`src/rtl/adc_capture_pkg.sv`:
```
// adc_capture_pkg: shared widths, FSM states and the saturated-sample counter helper.
package adc_capture_pkg;
  localparam int NUM_CH = 4;
  localparam int SAMPLE_W = 10;
  localparam int SAMPLES_PER_WORD = 8;
  localparam int WORD_W = SAMPLE_W * SAMPLES_PER_WORD;
  localparam logic [SAMPLE_W-1:0] SAT_NEG = {1'b1, {(SAMPLE_W-1){1'b0}}};
  localparam logic [SAMPLE_W-1:0] SAT_POS = {1'b0, {(SAMPLE_W-1){1'b1}}};
  typedef enum logic [2:0] {IDLE, ARB, WAIT_VALID, CAPTURE, DONE} state_e;
  function automatic logic [3:0] sat_in_word(input logic [WORD_W-1:0] w);
    logic [SAMPLE_W-1:0] s;
    sat_in_word = '0;
    for (int i = 0; i < SAMPLES_PER_WORD; i++) begin
      s = w[i*SAMPLE_W +: SAMPLE_W];
      if (s == SAT_NEG || s == SAT_POS) sat_in_word = sat_in_word + 4'd1;
    end
  endfunction
endpackage

```
`src/rtl/rr_arbiter4.sv`:
```
// rr_arbiter4: combinational round-robin pick, searching from the channel after ptr_i.
module rr_arbiter4
  import adc_capture_pkg::*;
(
  input  logic [NUM_CH-1:0] req_i,
  input  logic [1:0]        ptr_i,
  output logic [NUM_CH-1:0] gnt_o
);
  logic [1:0] idx;
  // Walk from farthest to nearest so the nearest requester is the last to overwrite.
  always_comb begin
    gnt_o = '0;
    idx = '0;
    for (int i = NUM_CH; i >= 1; i--) begin
      idx = ptr_i + 2'(i);
      if (req_i[idx]) gnt_o = 4'(1) << idx;
    end
  end
endmodule

```
`src/rtl/adc_capture_sched.sv`:
```
// adc_capture_sched: round-robin capture of one ADC channel into a buffer per grant.
// Optional saturated-sample counting is enabled by defining ADC_CAPTURE_SAT_DETECT_EN.
module adc_capture_sched
  import adc_capture_pkg::*;
#(
  parameter int CAP_LEN = 256,
  parameter int ADDR_W = 9
) (
  input  logic              clk_div_a,
  input  logic              rst_n,
  input  logic [NUM_CH-1:0] req,
  input  logic              data_valid,
  input  logic [WORD_W-1:0] dataA_in,
  input  logic [WORD_W-1:0] dataB_in,
  input  logic [WORD_W-1:0] dataC_in,
  input  logic [WORD_W-1:0] dataD_in,
  output logic [NUM_CH-1:0] grant,
  output logic              buf_we,
  output logic [ADDR_W-1:0] buf_addr,
  output logic [WORD_W-1:0] buf_wdata,
  output logic [NUM_CH-1:0] done,
  output logic              busy,
  output logic [15:0]       sat_count
);
  state_e state_q, state_d;
  logic [NUM_CH-1:0] grant_q, arb_gnt;
  logic [1:0] ptr_q;
  logic [ADDR_W-1:0] cnt_q, addr_q;
  logic we_q, wr, last;
  logic [WORD_W-1:0] wdata_q, word;

  rr_arbiter4 u_arb (.req_i(req), .ptr_i(ptr_q), .gnt_o(arb_gnt));

  assign wr = state_q == CAPTURE && data_valid;
  assign last = cnt_q == ADDR_W'(CAP_LEN - 1);
  assign word = ptr_q == 2'd0 ? dataA_in : ptr_q == 2'd1 ? dataB_in : ptr_q == 2'd2 ? dataC_in : dataD_in;

  always_comb begin
    state_d = state_q;
    case (state_q)
      IDLE:       state_d = req != '0 ? ARB : IDLE;
      ARB:        state_d = arb_gnt != '0 ? WAIT_VALID : IDLE;
      WAIT_VALID: state_d = data_valid ? CAPTURE : WAIT_VALID;
      CAPTURE:    state_d = wr && last ? DONE : CAPTURE;
      default:    state_d = IDLE;
    endcase
  end

  always_ff @(posedge clk_div_a) begin
    if (!rst_n) begin
      state_q <= IDLE;
      grant_q <= '0;
      ptr_q <= 2'd3;
      cnt_q <= '0;
      addr_q <= '0;
      we_q <= 1'b0;
      wdata_q <= '0;
    end else begin
      state_q <= state_d;
      we_q <= wr;
      if (state_q == ARB) begin
        grant_q <= arb_gnt;
        cnt_q <= '0;
        addr_q <= '0;
        if (arb_gnt != '0) ptr_q <= {arb_gnt[3] | arb_gnt[2], arb_gnt[3] | arb_gnt[1]};
      end
      if (state_q == DONE) grant_q <= '0;
      if (wr) begin
        addr_q <= cnt_q;
        cnt_q <= cnt_q + ADDR_W'(1);
        wdata_q <= word;
      end
    end
  end

  assign grant = grant_q;
  assign buf_we = we_q;
  assign buf_addr = addr_q;
  assign buf_wdata = wdata_q;
  assign done = state_q == DONE ? grant_q : '0;
  assign busy = state_q != IDLE;

`ifdef ADC_CAPTURE_SAT_DETECT_EN
  logic [15:0] sat_q;
  logic [16:0] sat_sum;
  assign sat_sum = {1'b0, sat_q} + 17'(sat_in_word(word));
  always_ff @(posedge clk_div_a) begin
    if (!rst_n || state_q == ARB) sat_q <= '0;
    else if (wr) sat_q <= sat_sum[16] ? 16'hFFFF : sat_sum[15:0];
  end
  assign sat_count = sat_q;
`else
  assign sat_count = '0;
`endif
endmodule

```
`config.mk`:
```
export PLATFORM = sky130hd
export DESIGN_NAME = adc_capture_sched
export DESIGN_NICKNAME = d
export VERILOG_FILES = /design/src/rtl/adc_capture_pkg.sv /design/src/rtl/rr_arbiter4.sv /design/src/rtl/adc_capture_sched.sv
export SDC_FILE = /design/constraint.sdc
export NUM_CORES = 1
export LEC_CHECK = 0
export ABC_AREA = 1
export CELL_PAD_IN_SITES_DETAIL_PLACEMENT = 0
export CELL_PAD_IN_SITES_GLOBAL_PLACEMENT = 1
export CORE_AREA = 3 3 172 174
export CTS_CLUSTER_DIAMETER = 100
export DETAILED_ROUTE_END_ITERATION = 10
export DIE_AREA = 0 0 175 177
export PLACE_DENSITY_LB_ADDON = 0.1
export SLEW_MARGIN = 20
export SYNTH_ARGS = -nofsm -noshare
export SYNTH_HDL_FRONTEND = slang
export SYNTH_SLANG_ARGS = --single-unit
```
`constraint.sdc`:
```
create_clock -name clk_div_a -period 2.9 [get_ports clk_div_a]
set_input_delay 0.58 -clock clk_div_a [delete_from_list [all_inputs] [get_ports clk_div_a]]
set_output_delay 0.58 -clock clk_div_a [all_outputs]
set_load 0.01 [all_outputs]
```
==> results of run 1 <==
[area by class of cell]
class                   count  area, um^2  area share [%]
clock buffers              10       239.0           2.082
clock inverters             6       67.56          0.5885
inverters                  39       147.6           1.286
multi-input cells         808        3953           34.43
flip-flops and latches    108        2162           18.83
well taps                 378       473.0           4.119
repair buffers            442        4439           38.67
[Yosys cell counts]
cell type  number  area (um^2)
a21oi_2         1        8.760
o21ai_0        93        465.5
or2_1           1        6.260
inv_2           4        15.01
a221oi_1        2        17.52
buf_4          16        120.1
nand3b_1        1        7.510
nor2_2          1        6.260
nand3_2         6        60.06
nand2_1       195        732.0
buf_1           5        18.77
clkbuf_1       64        240.2
nor4_2          1        12.51
buf_2          13        65.06
nand4_1         1        6.260
o211ai_1        1        7.510
nor2_4          1        11.26
a32o_1          2        20.02
ha_1            8        100.1
nor4_1          1        6.260
inv_1          35        131.4
conb_1          1        3.750
o21ai_1         1        5.000
nor3_2          1        10.01
nor3_1          5        25.02
nand3_1        28        140.1
or2_2           1        6.260
a21oi_1       170        850.8
o31ai_1        80        600.6
a211oi_1        2        15.01
nand2_2        10        62.56
nor2_1        179        671.9
dfxtp_1       108         2162
[cell families (layout without fill, tap and decap cells)]
group	count (synthesis)	after routing	synth area share [%]
simple gates	432	432	26.68
compound gates	352	352	30.11
buf+inv	137	497	8.933
flops	108	108	32.70
fa+ha+maj	8	8	1.514
other cells	1	16	0.05672
[stage by stage]
step / hold WS, ns / setup WS, ns / power (mW) / instance area [um^2] / util [%]
4_1_cts: 0.4806 / 0.3412 / 7.023 / 11480 / 41.10
6_report: 0.4826 / 0.3973 / 6.888 / 11480 / 41.10
5_1_grt: 0.5049 / 0.1947 / 7.505 / 11480 / 41.10
3_3_place_gp: 0.4620 / 0.6496 / 5.717 / 11170 / 40.00
3_5_place_dp: 0.4634 / 0.6611 / 5.706 / 11170 / 40.00
2_1_floorplan: 0.4491 / 1.022 / 4.130 / 6668 / -
[registers in the layout (all words and copies together) (netlist names)]
register	count
buf_wdata	80
buf_addr	9
cnt_q	9
grant	4
state_q	3
ptr_q	2
buf_we	1
[path summary, 6_finish.rpt]
path / from / to / slack, ns / depth (start not counted)
worst max-delay path: state_q[2]$_SDFF_PN0_ / done[2] / 0.40 / 5
worst min register to register: cnt_q[7]$_SDFFE_PN0P_ / cnt_q[7]$_SDFFE_PN0P_ / 0.48 / 2
worst min-delay path: cnt_q[7]$_SDFFE_PN0P_ / cnt_q[7]$_SDFFE_PN0P_ / 0.48 / 2
worst max register to register: ptr_q[0]$_SDFFE_PN1P_ / buf_wdata[28]$_SDFFE_PN0P_ / 0.71 / 8
[placed cells by master (no fill, tap or decap), drive strengths merged]
cell type / instances
clkbuf: 10
or2: 2
nand2: 205
a21oi: 171
ha: 8
nand4: 1
o21ai: 94
o211ai: 1
a211oi: 2
o31ai: 80
clkinv: 5
a221oi: 2
inv: 40
buf: 18
conb: 16
nor4: 2
a32o: 2
nand3b: 1
nand3: 34
clkdlybuf4s50: 424
dfxtp: 108
nor2: 181
nor3: 6
[routing by layer]
metal / track usage [%] / vias up / wire length [um]
li1: - / 4215 / -
met1: 21.80 / 3896 / 12300
met2: 35.04 / 257 / 15940
met3: 5.405 / 22 / 2166
met4: 3.823 / 0 / 437
met5: 0 / - / 0
[worst max-delay path, cell delays in order, from the launching register on]
cell and delay [ns]:
dfxtp_1 0.34, inv_1 0.09, nor3_1 0.24, inv_1 0.14, nor2_1 0.18, clkdlybuf4s50_1 0.57
[report_power, final]
| part | switching (mW) | internal (mW) |
|---|---|---|
| Sequential | 0.104 | 1.63 |
| Combinational | 2.22 | 1.65 |
| Clock | 0.653 | 0.633 |
==> impl_metrics.csv, run 1 <==
group,metric,value,unit
grt,grt_max_degree,93,
timing,max_freq,399.6,MHz
floorplanning,rows,61,
yosys,syn-cell-area,6611,um^2
timing,drv_slew,0,
critical_path,cp-end-kind,"output pin",
yosys,syn_avg_cell_area,6.369,um^2
hold_path,hold_path.class,"reg -> reg",
drt,dr.pass1.iters,5,
clocking,cts_hold_buffers,0,
placement,dpl.hpwl,22.65,mm
finish,diodes,0,
floorplanning,die_y,177,um
floorplanning,core_area,27930,um^2
yosys,synthDistinctLibCells,33,
clocking,clk_latency,0.36,ns
power_and_ir_drop,peakVddDrop,0.3765,mV
clocking,htreeDepth,3,
power_and_ir_drop,p_per_area,600.0,nW/um^2
drt,drtIter0Drc,387,
grt,antenna_found_initial,0,
drt,wl_per_cell,17.22,um
critical_path,cp.required,2.32,ns
yosys,synth_warnings,0,
critical_path,worst-endpoint-arrival,1.92,ns
yosys,yosysSeqAreaShare,32.70,%
power_and_ir_drop,p_leak,4.566,nW
yosys,yosys_register_bits,108,
critical_path,path_class,"reg -> out",
drt,avgViaCountPerCell,4.685,
clocking,post-cts-setup-buffers,0,
flow_run,cap_violations,0,
timing,fin_crit_sh,86.30,%
clocking,root_buffer,"clkbuf_16",
finish,drive_gt1_share,4.459,%
timing,fin_skew,0.01371,ns
floorplanning,ioPinCount,442,
clocking,cts_resized,0,
timing,post-route-min-period,2.503,ns
grt,grt_overflow,0,
critical_path,cp_max_fo,4,
clocking,cts_tree,"built",
clocking,clkTransAtPathRegs,0.08,ns
finish,syn2layout_area_growth,73.66,%
finish,num-fill-cells,2949,
timing,setup_viol_count_final,0,
finish,nNetsFinal,1743,
drt,drc_errors,0,
clocking,clock_path_buffers,2,
placement,io_buffers,425,
run_status,status,"complete, no violations",
timing,rsz0062_at_grt,"no",
drt,final_antenna_net_count,0,
placement,dp.cells,1775,
grt,grt_pass1_wl,46.41,mm
drt,wl,30.84,mm
floorplanning,die_w,175,um
clocking,cts.sinks,108,
floorplanning,initial_utilization,23.67,%
timing,relSlewSlack,38.21,%
grt,grt_pass1_vias,8220,
finish,fin_cells,1791,
yosys,syn_inst,1038,
timing,tightest_slew,0.9268,ns
timing,finalHoldViolations,0,
floorplanning,dieArea,30980,um^2
grt,globalRouteTotalUtil,18.96,%
drt,vias,8390,
placement,place_congestion,0.7987,
clocking,numCtsBuffers,9,
critical_path,critPathLaunchType,"flip-flop",
timing,setup_tns,0,ns
Note: power is estimated with default switching activity, not from simulation.
==> run 2, diff against run 1 <==
--- a/config.mk
+++ b/config.mk
@@ -6,12 +6,13 @@
 export NUM_CORES = 1
 export LEC_CHECK = 0
 export ABC_AREA = 1
-export CELL_PAD_IN_SITES_DETAIL_PLACEMENT = 0
-export CELL_PAD_IN_SITES_GLOBAL_PLACEMENT = 1
-export CORE_AREA = 3 3 172 174
+export CELL_PAD_IN_SITES_DETAIL_PLACEMENT = 1
+export CELL_PAD_IN_SITES_GLOBAL_PLACEMENT = 2
+export CORE_ASPECT_RATIO = 1.5
+export CORE_MARGIN = 3
+export CORE_UTILIZATION = 18
 export CTS_CLUSTER_DIAMETER = 100
 export DETAILED_ROUTE_END_ITERATION = 10
-export DIE_AREA = 0 0 175 177
 export PLACE_DENSITY_LB_ADDON = 0.1
 export SLEW_MARGIN = 20
 export SYNTH_ARGS = -nofsm -noshare
==> impl_metrics.csv, run 2 (synthesis results as in run 1) <==
group,metric,value,unit
run_status,status,"complete, no violations",
placement,dpl.hpwl,28.24,mm
grt,busiest_layer,"met2",
timing,setup_tns,0,ns
critical_path,cp_max_fo,4,
grt,grt_overflow,0,
power_and_ir_drop,power_frac_clock,18.5,%
floorplanning,core_area,36050,um^2
power_and_ir_drop,p_int,3.958,mW
timing,fin_crit_sh,85.67,%
critical_path,path_class,"reg -> out",
drt,avgViaCountPerCell,4.519,
drt,dr.pass1.iters,4,
clocking,cts_hold_buffers,0,
critical_path,cpLargestDelayFamily,"buffers and inverters",
grt,use_met3,3.640,%
power_and_ir_drop,net-switching-power,3.183,mW
power_and_ir_drop,peakVddDrop,0.2595,mV
critical_path,crit_slowest_cell,"clkdlybuf4s50_1",
critical_path,worst-endpoint-arrival,1.90,ns
floorplanning,die_w,162.5,um
flow_run,cap_violations,0,
critical_path,slowest_delay,0.60,ns
timing,setup_viol_count_final,0,
clocking,post-cts-setup-buffers,0,
placement,io_buffers,425,
clocking,clk_latency,0.38,ns
power_and_ir_drop,power_frac_comb,57.4,%
finish,num-fill-cells,4404,
power_and_ir_drop,p_sw_share,44.58,%
finish,final_cell_mix,"424 x clkdlybuf4s50_1, 195 x nand2_1, 179 x nor2_1, 170 x a21oi_1, 108 x dfxtp_1",
critical_path,cp.required,2.32,ns
placement,place_congestion,0.7599,
timing,finalHoldViolations,0,
finish,layout_commonest_cell,"clkdlybuf4s50_1",
critical_path,path_buf_inv,3,
drt,vias,8605,
timing,rsz0062_at_grt,"no",
clocking,cts.sinks,108,
clocking,clock_path_buffers,2,
critical_path,cp-end-kind,"output pin",
grt,grt_max_degree,93,
grt,grt_util_met2,35.86,%
finish,drive_gt1_share,5.130,%
hold_path,hold_path.class,"reg -> reg",
timing,fin_skew,0.01148,ns
floorplanning,dieArea,39110,um^2
grt,grt_pass1_wl,54.39,mm
finish,ff_latch_area,2162,um^2
finish,syn2layout_area_growth,77.08,%
floorplanning,ioPinCount,442,
clocking,clkTransAtPathRegs,0.09,ns
floorplanning,initial_utilization,18.34,%
critical_path,worstPathCellList,"inv_1 > nor3_1 > inv_1 > nor2_1 > clkdlybuf4s50_1",
critical_path,critPathLaunchType,"flip-flop",
power_and_ir_drop,p_seq_share,24.1,%
critical_path,cp_common_cell,"inv_1",
clocking,numCtsBuffers,9,
grt,grt_use_met1,18.56,%
drt,final_antenna_net_count,0,
drt,wl_per_cell,19.32,um
finish,multi_input_area,3953,um^2
finish,largest_reg_flops,80,
floorplanning,rows,85,
grt,globalRouteTotalUtil,18.11,%
clocking,root_buffer,"clkbuf_16",
clocking,cts_tree,"built",
drt,wl,36.78,mm
drt,drc_errors,0,
grt,antenna_found_initial,4,
floorplanning,die_y,240.7,um
power_and_ir_drop,report.power.total,7.141,mW
finish,nNetsFinal,1753,
clocking,cts_resized,0,
timing,drv_slew,0,
clocking,htreeDepth,3,
drt,drtIter0Drc,271,
timing,post-route-min-period,2.484,ns
timing,max_freq,402.5,MHz
power_and_ir_drop,p_leak,4.629,nW
power_and_ir_drop,p_per_area,610.0,nW/um^2
grt,grt_pass1_vias,9145,
==> run 2: cell types whose count changed in the layout (fill, tap and decap cells not counted), sizes merged <==
| cell | before | now |
|---|---|---|
| buf | 18 | 28 |
| clkbuf | 10 | 9 |
| clkinv | 5 | 4 |
| inv | 40 | 42 |
| diode | 0 | 3 |
==> run 2: layout make-up <==
type	instances	share of cell area, %
Timing Repair Buffer	452	38.77
Tap cell	478	5.108
Clock buffer	9	1.924
Inverter	39	1.272
Multi-Input combinational cell	808	33.76
Clock inverter	7	0.6305
Antenna cell	3	0.06412
Sequential cell	108	18.47
==> run 2: tightest hold or removal path, delay by kind of cell (launching register included) <==
kind | cells | cell delay (ns)
AOI/OAI and AO/OA | 1 | 0.05
DFF | 1 | 0.32
and+or+nand+nor | 1 | 0.06
==> run 2: routing by layer <==
layer  wire length (um)  part of all wire [%]  vias to the layer above
met5                 34                 0.092                        -
met4                859                   2.3                        4
met3               1806                   4.9                       36
met2              20650                    56                      224
met1              13430                    37                     4093
li1                   -                     -                     4248
==> run 2: final timing paths <==
check                                              start                        to  slack [ns]  depth (start not counted)
worst max-delay path               state_q[2]$_SDFF_PN0_                   done[0]        0.42                          5
worst min-delay path            buf_addr[0]$_SDFFE_PN0P_  buf_addr[0]$_SDFFE_PN0P_        0.47                          2
worst min register to register  buf_addr[0]$_SDFFE_PN0P_  buf_addr[0]$_SDFFE_PN0P_        0.47                          2
worst max register to register     ptr_q[1]$_SDFFE_PN1P_     ptr_q[1]$_SDFFE_PN1P_        0.69                         11
==> run 2: per-stage QoR <==
step / instance area, um^2 / setup WS, ns / hold WS, ns / util [%] / std cells
6_report: 11710 / 0.4155 / 0.4746 / 32.47 / 1904
3_3_place_gp: 11400 / 0.5923 / 0.4616 / 31.62 / 1885
5_1_grt: 11710 / 0.2688 / 0.5103 / 32.47 / 1903
4_1_cts: 11700 / 0.3207 / 0.4811 / 32.45 / 1901
2_1_floorplan: 6668 / 1.022 / 0.4491 / - / 1053
3_5_place_dp: 11400 / 0.5630 / 0.4685 / 31.62 / 1885
==> run 2: power by group through the flow <==
stage | clock network, mW | logic, mW | registers [mW]
floorplan | 0 | 2.32 | 1.81
global placement | 0 | 4.21 | 1.75
detailed placement | 0 | 4.22 | 1.75
CTS | 1.40 | 4.23 | 1.72
global route | 1.44 | 4.62 | 1.74
finish | 1.32 | 4.10 | 1.72
